<file path="config.mk">
export PLATFORM = sky130hd
export DESIGN_NAME = apb_mem_slave_p_flat
export DESIGN_NICKNAME = d
export VERILOG_FILES = /design/src/rtl/apb_mem_slave_p_if.sv /design/src/rtl/apb_mem_slave_p.sv /design/src/flat_wrapper.sv
export SDC_FILE = /design/constraint.sdc
export NUM_CORES = 1
export LEC_CHECK = 0
export ABC_AREA = 1
export CORE_MARGIN = 1.5
export CORE_UTILIZATION = 45
export CTS_CLUSTER_DIAMETER = 50
export DETAILED_ROUTE_END_ITERATION = 7
export PLACE_DENSITY = 0.88
export SETUP_SLACK_MARGIN = 0.5
export SYNTH_ARGS = -nofsm -noshare
export SYNTH_HDL_FRONTEND = slang
export SYNTH_SLANG_ARGS = --single-unit
</file>
<file path="constraint.sdc">
create_clock -name PCLK -period 3 [get_ports PCLK]
set_input_delay 0.75 -clock PCLK [delete_from_list [all_inputs] [get_ports PCLK]]
set_output_delay 0.75 -clock PCLK [all_outputs]
set_load 0.02 [all_outputs]
</file>
<file path="src/rtl/apb_mem_slave_p_if.sv">
// APB bus bundle for the memory slave: master drives the request side,
// slave returns PREADY/PRDATA/PSLVERR. PWAIT carries the requested wait count.
interface apb_mem_slave_p_if #(
    parameter int ADDR_W = 8,
    parameter int DATA_W = 32,
    parameter int WAIT_W = 4
);
    logic                PSEL;
    logic                PENABLE;
    logic                PWRITE;
    logic [ADDR_W-1:0]   PADDR;
    logic [DATA_W-1:0]   PWDATA;
    logic [DATA_W/8-1:0] PSTRB;
    logic [WAIT_W-1:0]   PWAIT;
    logic                PREADY;
    logic [DATA_W-1:0]   PRDATA;
    logic                PSLVERR;

    modport master (
        output PSEL, PENABLE, PWRITE, PADDR, PWDATA, PSTRB, PWAIT,
        input  PREADY, PRDATA, PSLVERR
    );

    modport slave (
        input  PSEL, PENABLE, PWRITE, PADDR, PWDATA, PSTRB, PWAIT,
        output PREADY, PRDATA, PSLVERR
    );
endinterface

</file>
<file path="src/rtl/apb_mem_slave_p.sv">
// APB slave fronting a single-cycle memory: captures the request in the setup
// cycle, counts out PWAIT access cycles, then fires one registered memory strobe.
module apb_mem_slave_p #(
    parameter int ADDR_W    = 8,
    parameter int DATA_W    = 32,
    parameter int WAIT_W    = 4,
    parameter int MEM_DEPTH = 256
) (
    input  logic                PCLK,
    input  logic                PRESETn,
    apb_mem_slave_p_if.slave    apb,
    output logic [ADDR_W-1:0]   mem_addr,
    output logic [DATA_W-1:0]   mem_wdata,
    output logic [DATA_W/8-1:0] mem_be,
    output logic                ce,
    output logic                wren,
    output logic                rden,
    input  logic [DATA_W-1:0]   MEMRDATA
);
    localparam int              STRB_W = DATA_W / 8;
    localparam logic [ADDR_W:0] DEPTH  = (ADDR_W + 1)'(MEM_DEPTH);

    typedef enum logic [1:0] {IDLE, WAIT, ACCESS} state_t;

    state_t            state;
    logic [WAIT_W-1:0] cnt;
    logic [ADDR_W-1:0] addr_q;
    logic              write_q;
    logic [DATA_W-1:0] wdata_q;
    logic [STRB_W-1:0] strb_q;
    logic              err_q;
    logic              ready_q;
    logic              slverr_q;

    logic              setup;
    logic              go_access;
    logic [ADDR_W-1:0] src_addr;
    logic              src_write;
    logic [DATA_W-1:0] src_wdata;
    logic [STRB_W-1:0] src_strb;
    logic              src_err;

    assign setup = apb.PSEL && !apb.PENABLE;

    // A zero-wait setup enters ACCESS straight from the bus, so the strobe
    // source is the live bus in IDLE and the captured copy otherwise.
    always_comb begin
        src_addr  = addr_q;
        src_write = write_q;
        src_wdata = wdata_q;
        src_strb  = strb_q;
        src_err   = err_q;
        go_access = 1'b0;
        case (state)
            IDLE: begin
                src_addr  = apb.PADDR;
                src_write = apb.PWRITE;
                src_wdata = apb.PWDATA;
                src_strb  = apb.PSTRB;
                src_err   = ({1'b0, apb.PADDR} >= DEPTH);
                go_access = setup && (apb.PWAIT == '0);
            end
            WAIT:    go_access = apb.PSEL && apb.PENABLE && (cnt == WAIT_W'(1));
            default: go_access = 1'b0;
        endcase
    end

    always_ff @(posedge PCLK or negedge PRESETn) begin
        if (!PRESETn) begin
            state     <= IDLE;
            cnt       <= '0;
            addr_q    <= '0;
            write_q   <= 1'b0;
            wdata_q   <= '0;
            strb_q    <= '0;
            err_q     <= 1'b0;
            mem_addr  <= '0;
            mem_wdata <= '0;
            mem_be    <= '0;
            ce        <= 1'b0;
            wren      <= 1'b0;
            rden      <= 1'b0;
            ready_q   <= 1'b0;
            slverr_q  <= 1'b0;
        end else begin
            ce       <= 1'b0;
            wren     <= 1'b0;
            rden     <= 1'b0;
            ready_q  <= 1'b0;
            slverr_q <= 1'b0;

            case (state)
                IDLE: begin
                    if (setup) begin
                        addr_q  <= apb.PADDR;
                        write_q <= apb.PWRITE;
                        wdata_q <= apb.PWDATA;
                        strb_q  <= apb.PSTRB;
                        err_q   <= src_err;
                        cnt     <= apb.PWAIT;
                        state   <= (apb.PWAIT == '0) ? ACCESS : WAIT;
                    end
                end
                WAIT: begin
                    if (!apb.PSEL) begin
                        state <= IDLE;
                    end else if (apb.PENABLE) begin
                        cnt <= cnt - WAIT_W'(1);
                        if (cnt == WAIT_W'(1))
                            state <= ACCESS;
                    end
                end
                ACCESS:  state <= IDLE;
                default: state <= IDLE;
            endcase

            // Outputs for the ACCESS cycle are registered on the way in.
            if (go_access) begin
                ready_q   <= 1'b1;
                slverr_q  <= src_err;
                wren      <= !src_err && src_write && (src_strb != '0);
                rden      <= !src_err && !src_write;
                ce        <= !src_err && (!src_write || (src_strb != '0));
                mem_addr  <= src_addr;
                mem_wdata <= src_wdata;
                mem_be    <= src_write ? src_strb : '0;
            end
        end
    end

    assign apb.PREADY  = ready_q;
    assign apb.PSLVERR = slverr_q;
    assign apb.PRDATA  = rden ? MEMRDATA : '0;
endmodule

</file>
<file path="src/flat_wrapper.sv">
// flat-port wrapper written by rule: the top's interface ports become plain ports
module apb_mem_slave_p_flat 
#(
    parameter int ADDR_W    = 8,
    parameter int DATA_W    = 32,
    parameter int WAIT_W    = 4,
    parameter int MEM_DEPTH = 256
)
  (PCLK, PRESETn, mem_addr, mem_wdata, mem_be, ce, wren, rden, MEMRDATA, apb_PSEL, apb_PENABLE, apb_PWRITE, apb_PADDR, apb_PWDATA, apb_PSTRB, apb_PWAIT, apb_PREADY, apb_PRDATA, apb_PSLVERR);
  apb_mem_slave_p_if #(.ADDR_W(ADDR_W), .DATA_W(DATA_W), .WAIT_W(WAIT_W)) apb_i ();
  input  logic PCLK;
  input  logic PRESETn;
  output logic [ADDR_W-1:0] mem_addr;
  output logic [DATA_W-1:0] mem_wdata;
  output logic [DATA_W/8-1:0] mem_be;
  output logic ce;
  output logic wren;
  output logic rden;
  input  logic [DATA_W-1:0] MEMRDATA;
  input wire logic [$bits(apb_i.PSEL)-1:0] apb_PSEL;
  input wire logic [$bits(apb_i.PENABLE)-1:0] apb_PENABLE;
  input wire logic [$bits(apb_i.PWRITE)-1:0] apb_PWRITE;
  input wire logic [$bits(apb_i.PADDR)-1:0] apb_PADDR;
  input wire logic [$bits(apb_i.PWDATA)-1:0] apb_PWDATA;
  input wire logic [$bits(apb_i.PSTRB)-1:0] apb_PSTRB;
  input wire logic [$bits(apb_i.PWAIT)-1:0] apb_PWAIT;
  output wire logic [$bits(apb_i.PREADY)-1:0] apb_PREADY;
  output wire logic [$bits(apb_i.PRDATA)-1:0] apb_PRDATA;
  output wire logic [$bits(apb_i.PSLVERR)-1:0] apb_PSLVERR;
  assign apb_i.PSEL = apb_PSEL;
  assign apb_i.PENABLE = apb_PENABLE;
  assign apb_i.PWRITE = apb_PWRITE;
  assign apb_i.PADDR = apb_PADDR;
  assign apb_i.PWDATA = apb_PWDATA;
  assign apb_i.PSTRB = apb_PSTRB;
  assign apb_i.PWAIT = apb_PWAIT;
  assign apb_PREADY = apb_i.PREADY;
  assign apb_PRDATA = apb_i.PRDATA;
  assign apb_PSLVERR = apb_i.PSLVERR;
  apb_mem_slave_p #(.ADDR_W(ADDR_W), .DATA_W(DATA_W), .WAIT_W(WAIT_W), .MEM_DEPTH(MEM_DEPTH)) u_core (.PCLK(PCLK), .PRESETn(PRESETn), .apb(apb_i), .mem_addr(mem_addr), .mem_wdata(mem_wdata), .mem_be(mem_be), .ce(ce), .wren(wren), .rden(rden), .MEMRDATA(MEMRDATA));
endmodule
</file>
Word level (Yosys, flattened, before mapping)
Cells that the tools add are included.
W data, S select, Z words.
{"block": "totals", "reg_bits": 101, "inputBits": 85, "output_inout_bits": 81, "word_cells": 65}
{"block": "classes", "n_addsub": 1, "eq_ne": 7, "mux": 23, "n_reduce_logical": 19}
{"operator": "$mux W32", "n": 2}
{"operator": "$mux W4", "n": 5}
{"operator": "$mux W2", "n": 5}
{"operator": "$logic_and A1 B1 Y1", "n": 8}
{"operator": "$mux W8", "n": 1}
{"operator": "$pmux W4 S2", "n": 1}
{"operator": "$mux W1", "n": 7}
{"operator": "$eq A4 B1 Y1 const B", "n": 1}
{"operator": "$logic_not A4 Y1", "n": 1}
{"operator": "$ne A2 B2 Y1 const B", "n": 2}
{"operator": "$pmux W2 S2", "n": 1}
{"operator": "$reduce_and A4 Y1", "n": 1}
{"operator": "$reduce_bool A4 Y1", "n": 1}
{"operator": "$sub A4 B1 Y4 const B", "n": 1}
{"operator": "$logic_not A1 Y1", "n": 3}
{"operator": "$ne A3 B2 Y1 const B", "n": 1}
{"operator": "$ne A3 B3 Y1 const B", "n": 1}
{"operator": "$reduce_and A3 Y1", "n": 1}
{"operator": "$eq A2 B1 Y1 const B", "n": 1}
{"operator": "$logic_not A2 Y1", "n": 1}
{"operator": "$ne A2 B1 Y1 const B", "n": 1}
{"operator": "$pmux W1 S2", "n": 1}
{"operator": "$reduce_and A2 Y1", "n": 1}
{"operator": "$reduce_bool A2 Y1", "n": 1}
{"operator": "$logic_or A1 B1 Y1", "n": 1}

Longest topological paths before layout
{"block": "logic_depth", "ltp_word": 6, "mapped_depth": 9, "mapped_depth_nobuf": 8}

Worst setup path after synthesis
Ideal clock, no wire load.
{"block": "synth_path", "path_kind": "flip-flop to output port", "startpoint": "register u_core.rden", "endpoint": "output apb_PRDATA[10]", "t_arrival_ns": 1.000, "required_ns": 2.250, "setup_slack_ns": 1.250, "stages_incl_launch_ff": 4, "path_buffers": 1, "cell_sequence": "dfrtp_1 -> clkbuf_1 -> nand2_1 -> inv_1"}
{"block": "synth_between", "elab_chain_cells": 1}
{"item": "from (decl)", "line": "apb_mem_slave_p.sv:17", "text": "output logic rden,"}
{"item": "from (signal assigned)", "line": "apb_mem_slave_p.sv:122", "text": "rden <= !src_err && !src_write;"}
{"item": "$mux W32", "line": "apb_mem_slave_p.sv:133", "text": "assign apb.PRDATA = rden ? MEMRDATA : '0;"}
{"item": "to (decl)", "line": "flat_wrapper.sv:28", "text": "output wire logic [$bits(apb_i.PRDATA)-1:0] apb_PRDATA;"}
No other way between the ends.

Final worst setup path
{"block": "layout_path", "startpoint": "input MEMRDATA[4]", "endpoint": "output apb_PRDATA[4]"}
{"block": "layout_between", "elab_chain_cells": 1}
{"item": "from (decl)", "line": "flat_wrapper.sv:19", "text": "input logic [DATA_W-1:0] MEMRDATA;"}
{"item": "$mux W32", "line": "apb_mem_slave_p.sv:133"}
No other way between the ends.

==> reports/qor.csv <==
metric;value;unit
die_area;11220;um2
portBuffers;165;
cp-start-kind;input port;
powerDensity;740.3;nW/um2
synth_area;4766;um2
met1_length;4.702;mm
slew_violations;0;
met2WireLength;5.690;mm
layout_common_cells;nand2_1, clkdlybuf4s50_1, dfrtp_1;
clk_pin_slew;0.11;ns
power;0.004975;W
max_freq;408.2;MHz
endpoint;apb_PRDATA[4];
cts_buffer_depth;2;
worst_ir_drop_vdd;478.9;uV
antenna_left;0;
root_buffer;clkbuf_8;
rows;37;
drtIter0Drc;193;
hpwlAfterDp;8.209;mm
maxCapViolations;0;
grt_max_degree;62;
crit_fanout;1;
num_vias;4258;
relSlewSlack;63.34;%
cp.required;2.25;ns
die_height;105.9;um
period_share;81.66;%
antenna_found_initial;0;
rr_startpoint;u_core.cnt[1]$_DFFE_PN0P_;
rsz0062_at_grt;false;
grtUsageTotal;20.93;%
reg2reg_depth;9;
drc;0;
worst_slew_pin_slew;0.5500;ns
synth_cell_type_count;21;
cts_tree;done;
crit_arrival;1.70;ns
grt_pass1_wl;18.96;mm
initial_utilization;46.37;%
layout-drive-gt1-share;6.516;%
drt-total-wl;11.34;mm
cts.htree.levels;3;
grt_overflow_total;0;
routedWlPerCell;12.77;um
startpoint;MEMRDATA[4];
core-area;10280;um2
path_class;input port to output pin;
grt_pass1_vias;4144;
final_common_cell;nand2_1;
ctsHoldBuffers;0;
clock-skew-final;0.01751;ns
diodes;0;
worstHoldPathType;input port to async pin;
maxUsedRoutingLayer;met4;
status;finished, final reports clean;
syn2layout_area_growth;41.01;%
yosysWarningCount;0;
r2r_slack;1.15;ns
place_ws;0.2609;ns
boundaryPins;166;
p_leak;3.483;nW
final-setup-viol-count;0;
finalHoldViolCount;0;
nets;834;
end_kind;output pin;
cts_buffers;9;
insertion_delay;0.36;ns
synthesis.nets;679;
setup_tns;0;ns
r2r-end;u_core.mem_wdata[6]$_DFFE_PN0P_;
layout_min_cycle_time;2.450;ns
vias_per_cell;4.795;
fp.dieW;105.9;um
synth_seq_area_share;53.03;%
setup_ws;0.5501;ns
firstDrtPassIters;4;
syn_area_per_cell;8.050;um2
wl_met3;805;um
syn_inst;592;
ys_ff_latch;101;
gp_congestion;0.8020;
clock_sink_count;101;
## layout make-up
type / count / area [um2]
fill: 839 / 3557
clock buffer: 10 / 137.6
sequential: 101 / 2527
timing repair buffer: 175 / 1738
inverter: 90 / 337.8
tap: 136 / 170.2
clock inverter: 6 / 77.57
multi-input combinational: 370 / 1732
## kinds of logic after synthesis
kind of cell,after synthesis,share of synthesized area [%]
AO/OA/AOI/OAI,133,15.96
flip-flops,101,53.03
buffers and inverters,121,10.63
adder cells (fa/ha/maj),2,0.5250
AND/OR/NAND/NOR,234,19.66
XOR/XNOR,1,0.1838
## what timing repair did
| action | in CTS | in global routing |
|---|---|---|
| setup endpoints to repair | 32 | 2 |
| buffers inserted | 0 | 0 |
| gates resized for setup | 32 | 1 |
| cloned | 0 | 0 |
## per-stage QoR
stage / hold slack [ns] / cell area, um2 / utilization [%] / std cells
after global placement: 0.4551 / 6541 / 63.65 / 872
after CTS: 0.3666 / 6716 / 65.35 / 888
after detailed placement: 0.4681 / 6541 / 63.65 / 872
after floorplan: 0.4422 / 4766 / - / 592
final: 0.3503 / 6720 / 65.39 / 888
after global routing: 0.3906 / 6720 / 65.39 / 888
## report_power, final
part	switching (W)	internal [W]
clock	0.000497	0.000425
combinational	0.00105	0.000935
sequential	0.000255	0.00182
## sequential cells by signal, indices dropped and copies added, names as in the netlist
register and flops:
u_core.mem_addr 8, u_core.ce 1, u_core.apb.PREADY 1, u_core.mem_wdata 32
u_core.strb_q 4, u_core.wren 1, u_core.mem_be 4, u_core.wdata_q 32
u_core.state 2, u_core.rden 1, u_core.write_q 1, u_core.addr_q 8
u_core.cnt 4, u_core.err_q 1, u_core.apb.PSLVERR 1
## worst max-delay path, cell delays in order
cell and delay [ns]:
clkdlybuf4s50_1 0.46, nand2_1 0.05, inv_1 0.05, dlygate4sd2_1 0.39
## synth_stat cells (all sizes together)
library cell	number	area, um2
a21oi	42	247.7
buf	21	131.4
clkbuf	10	37.54
dfrtp	101	2527
ha	2	25.02
inv	90	337.8
nand2	170	665.6
nand3	11	55.05
nor2	52	210.2
o21a	23	172.7
o21ai	68	340.3
or2	1	6.260
xor2	1	8.760
## per-layer routing
metal | vias to the layer above | track usage [%]
li1 | 2129 | -
met2 | 157 | 37.94
met5 | - | 0
met3 | 14 | 4.966
met4 | 0 | 6.081
met1 | 1958 | 24.62
## worst min path at each step
stage                                            start                      endpoint  slack (ns)  cells after the start
after CTS                                      PRESETn  u_core.addr_q[4]$_DFFE_PN0P_        0.37                      1
after floorplan           u_core.strb_q[0]$_DFFE_PN0P_  u_core.strb_q[0]$_DFFE_PN0P_        0.44                      2
after detailed placement  u_core.strb_q[3]$_DFFE_PN0P_  u_core.strb_q[3]$_DFFE_PN0P_        0.47                      2
after global routing                           PRESETn  u_core.addr_q[4]$_DFFE_PN0P_        0.39                      1
final                                          PRESETn  u_core.addr_q[4]$_DFFE_PN0P_        0.35                      1
after global placement    u_core.strb_q[0]$_DFFE_PN0P_  u_core.strb_q[0]$_DFFE_PN0P_        0.46                      2
No activity file was read; power rests on OpenSTA's default activity.
